### config.mk
export PLATFORM = sky130hd
export DESIGN_NAME = input_processor
export DESIGN_NICKNAME = d
export VERILOG_FILES = /design/src/rtl/input_processor.sv
export SDC_FILE = /design/constraint.sdc
export NUM_CORES = 1
export LEC_CHECK = 0
export ABC_AREA = 1
export CORE_MARGIN = 2
export CORE_UTILIZATION = 35
export CTS_CLUSTER_DIAMETER = 80
export CTS_CLUSTER_SIZE = 10
export DETAILED_ROUTE_END_ITERATION = 10
export PLACE_DENSITY_LB_ADDON = 0.2
export SLEW_MARGIN = 20
export SYNTH_ARGS = -nofsm -noshare
export SYNTH_HDL_FRONTEND = slang
export SYNTH_SLANG_ARGS = --single-unit
### constraint.sdc
create_clock -name clk -period 1.1 [get_ports clk]
set_clock_uncertainty 0.05 [all_clocks]
set_input_delay 0.22 -clock clk [delete_from_list [all_inputs] [get_ports clk]]
set_output_delay 0.22 -clock clk [all_outputs]
set_load 0.01 [all_outputs]
### src/rtl/input_processor.sv
// Rate-coding spike generator: each pixel becomes a spike train whose density tracks intensity.
// Define INPUT_PROC_LFSR_EN for stochastic per-channel LFSR coding; the default build uses a shared window counter.
module input_processor #(
  parameter int PIXEL_WIDTH = 8,
  parameter int INPUT_SIZE  = 4,
  parameter int WINDOW_BITS = 4
) (
  input  logic                   clk,
  input  logic                   rst_n,
  input  logic                   clk_cnt,
  input  logic [PIXEL_WIDTH-1:0] pixel_value [INPUT_SIZE],
  output logic                   spike_out   [INPUT_SIZE]
);

  logic                   r_s1;
  logic                   r_s2;
  logic                   r_s3;
  logic                   w_tick;
  logic [WINDOW_BITS-1:0] r_cnt;

  // clk_cnt is asynchronous: two flops for metastability, a third for edge detection
  always_ff @(posedge clk or negedge rst_n) begin
    if (!rst_n) begin
      r_s1 <= 1'b0;
      r_s2 <= 1'b0;
      r_s3 <= 1'b0;
    end else begin
      r_s1 <= clk_cnt;
      r_s2 <= r_s1;
      r_s3 <= r_s2;
    end
  end

  assign w_tick = r_s2 & ~r_s3;

  always_ff @(posedge clk or negedge rst_n) begin
    if (!rst_n) begin
      r_cnt <= '0;
    end else if (w_tick) begin
      r_cnt <= r_cnt + 1'b1;
    end
  end

  genvar gi;
  generate
    for (gi = 0; gi < INPUT_SIZE; gi++) begin : g_chan
      logic w_full;
      logic w_hit;

      assign w_full = (pixel_value[gi] == {PIXEL_WIDTH{1'b1}});

`ifdef INPUT_PROC_LFSR_EN
      localparam logic [7:0] SEED_RAW = 8'hA5 ^ 8'(gi);
      localparam logic [7:0] SEED     = (SEED_RAW == 8'h00) ? 8'h01 : SEED_RAW;

      logic [7:0] r_lfsr;

      // Fibonacci form of x^8+x^6+x^5+x^4+1
      always_ff @(posedge clk or negedge rst_n) begin
        if (!rst_n) begin
          r_lfsr <= SEED;
        end else if (w_tick) begin
          r_lfsr <= {r_lfsr[6:0], r_lfsr[7] ^ r_lfsr[5] ^ r_lfsr[4] ^ r_lfsr[3]};
        end
      end

      assign w_hit = (r_lfsr < pixel_value[gi]);
`else
      logic [WINDOW_BITS-1:0] w_thr;

      assign w_thr = pixel_value[gi][PIXEL_WIDTH-1 -: WINDOW_BITS];
      assign w_hit = (r_cnt < w_thr);
`endif

      always_ff @(posedge clk or negedge rst_n) begin
        if (!rst_n) begin
          spike_out[gi] <= 1'b0;
        end else begin
          spike_out[gi] <= w_full | w_hit;
        end
      end
    end
  endgenerate

endmodule

==> impl_results.md <==
- Crit start category: flip-flop
- Clk slew on worst S/H paths: 0.07 ns
- Die width: 51.50 um
- Port buffer count: 38
- Synth area leaders: dfrtp_1, ha_1, nand2_1, inv_1, nand4_1
- Initial antenna violation count: 0
- Fin nets: 199
- Status: finished with violations
- WL per Instance: 10.18 um
- Worst reg2reg endpoint: spike_out[3]
- Max Root-Sink Buffers: 2
- Pwr Density: 1645 nW/um^2
- CORE AREA: 2170 sq um
- Grt peak-use layer: met2
- Overflow after GRT: 0
- Fraction of layout cells with a size suffix above 1: 0.2267
- Critical path required time: 1.21 ns
- H-tree levels: 1
- DP HPWL: 1.394 mm
- Area leader, netlist: dfrtp_1
- RD Place Congestion: 0.6738
- FF+latch count, synth: 11
- Clock buffer count from CTS: 3
- Vias in the first global route: 806
- Leak: 0.0006616 uW
- Top cell type's share of synthesized area: 0.3487
- RSZ-0062 raised after global routing: yes
- Slew Limit Fails: 0
- CP Capture Type: flip-flop
- Worst-Margin Slew: 0.2461 ns
- PnR worst setup slack: -0.1009 ns
- Met3 usage in global routing: 0.02586
- Post-Synthesis Cells: 104
- Period utilization: 1.092
- Highest Clock Rate: 832.7 MHz
- Final min period: 1.201 ns
- Crit Path Category: flip-flop to flip-flop
- Pin count of the biggest net entering global routing: 12
- Netlist cell types: 14
- Syn-to-layout area delta: 73.69%
- Relative max-transition margin: 0.8359
- Diodes inserted: 0
- Commonest non-fill, non-tap cells in the layout: clkdlybuf4s50_1, nand2_1, inv_1
- Register area share after synthesis: 0.3487
- Max-cap violations: 0
- Final hold violation count: 0
- Clk Latency, worst-skew pair: 0.26 ns
- First-pass GRT wire length: 3.029 mm
- R2R Setup Slk: -0.10 ns
- Synthesized area per cell: 7.591 sq um
- Initial Util: 0.3639
- Arrival time worst endpoint: 1.31 ns
- DRT iter0 DRCs: 11
- Drc violations: 0
- Final Hold Slack: 0.2009 ns
- Post-route antenna net violation count: 0
- Worst vdd ir: 0.7745 mV
- Violated checks: setup timing
- Drt first pass iters: 4
- Clk root buf: clkbuf_4
- Vias: 816
- Die Height: 51.50 um
- Clock sink count: 11
- CTS tree: built
- Most common cell after layout, fill and taps aside: clkdlybuf4s50_1
- Crit-path max FO: 5
- Netlist Area Pre-Place: 789.5 sq um
- Setup tns final: -0.3405 ns
- Post-Route WL: 1.812 mm
- Worst reg-to-reg path cell count: 6
- Rows: 17
- Yosys warns: 0
- DR vias/cell: 4.584
- Io pins: 39
- Tot GR Track Use: 0.1515
- Final setup fails: 4
- GRT met2 Usage: 0.2970
- Worst R2R Start: r_cnt[3]
- Syn nets: 152
- Hold Crit Class: input pin to async pin
- GRT met1 Usage: 0.1599
- Hold_buf cts: 0
- Die area: 2652 sq um
## worst max-delay path, cell delays in order (launching register included)
cell and delay (ns):
dfrtp_2 0.50, ha_4 0.31, nand2_2 0.05, inv_2 0.05, nand2_2 0.05, nand2_2 0.04
nand2_1 0.04
## state kept, by name, indices dropped and copies added (netlist names)
name / flops
r_cnt: 4
r_s1: 1
r_s2: 1
r_s3: 1
spike_out: 4
## stage by stage
stage,utilization,instance area (sq um),std cells,setup slack (ns),total power (uW)
2_1_floorplan,-,789.5,104,0.02249,1273
3_3_place_gp,0.5588,1212,171,-0.3242,1657
3_5_place_dp,0.5588,1212,171,-0.3925,1714
5_1_grt,0.6321,1371,178,-0.1635,2510
4_1_cts,0.5882,1276,177,-0.08189,2055
6_report,0.6321,1371,178,-0.1009,2256
## cells by family after synthesis
group,count (synthesis),share of synthesized area
xor gates and xnor gates,3,0.03329
AOI/OAI and AO/OA,4,0.02536
DFF,11,0.3486
adders and majority gates,13,0.2060
and+or+nand+nor,49,0.2726
buffers and inverters,24,0.1141
## how the worst max path moves through the flow
stage	from	end	cells past startpoint	slack, ns
after global placement	pixel_value[7]	spike_out[0]	8	-0.32
after CTS	r_cnt[3]	spike_out[2]	6	-0.08
after floorplan	r_cnt[3]	spike_out[1]	6	0.02
after detailed placement	pixel_value[31]	spike_out[3]	8	-0.39
final	r_cnt[3]	spike_out[3]	6	-0.10
after global routing	r_cnt[1]	spike_out[1]	6	-0.16
## Yosys cell counts, drive strengths merged
cell,number
ha,13
nand4,7
dfrtp,11
nand2,36
inv,24
xnor2,1
nand3,1
xor2,2
or2,3
a21oi,4
nor2,2
## where the power goes
group	switching (uW)	internal (uW)	total (uW)
Clock	121	140	261
Sequential	218	564	783
Combinational	552	660	1210
Total	892	1360	2260
## layout make-up
type / instances / area, sq um
Fill cell: 194 / 798.3
Clock buffer: 4 / 26.28
Inverter: 24 / 90.09
Tap cell: 28 / 35.03
Multi-Input combinational cell: 69 / 551.8
Sequential cell: 11 / 279.0
Timing Repair Buffer: 42 / 389.1
## layer usage
metal	wire, um	share of wire
met3	68	0.038
met1	759	0.42
met4	0	0
met2	985	0.54
met5	0	0
## what timing repair did
| item | CTS | global route |
|---|---|---|
| gates resized for setup | 25 | 12 |
| setup buffers | 2 | 1 |
| pin swaps | 5 | 9 |
| setup endpoints to repair | 8 | 5 |
No activity file was read; power rests on OpenSTA's default activity.
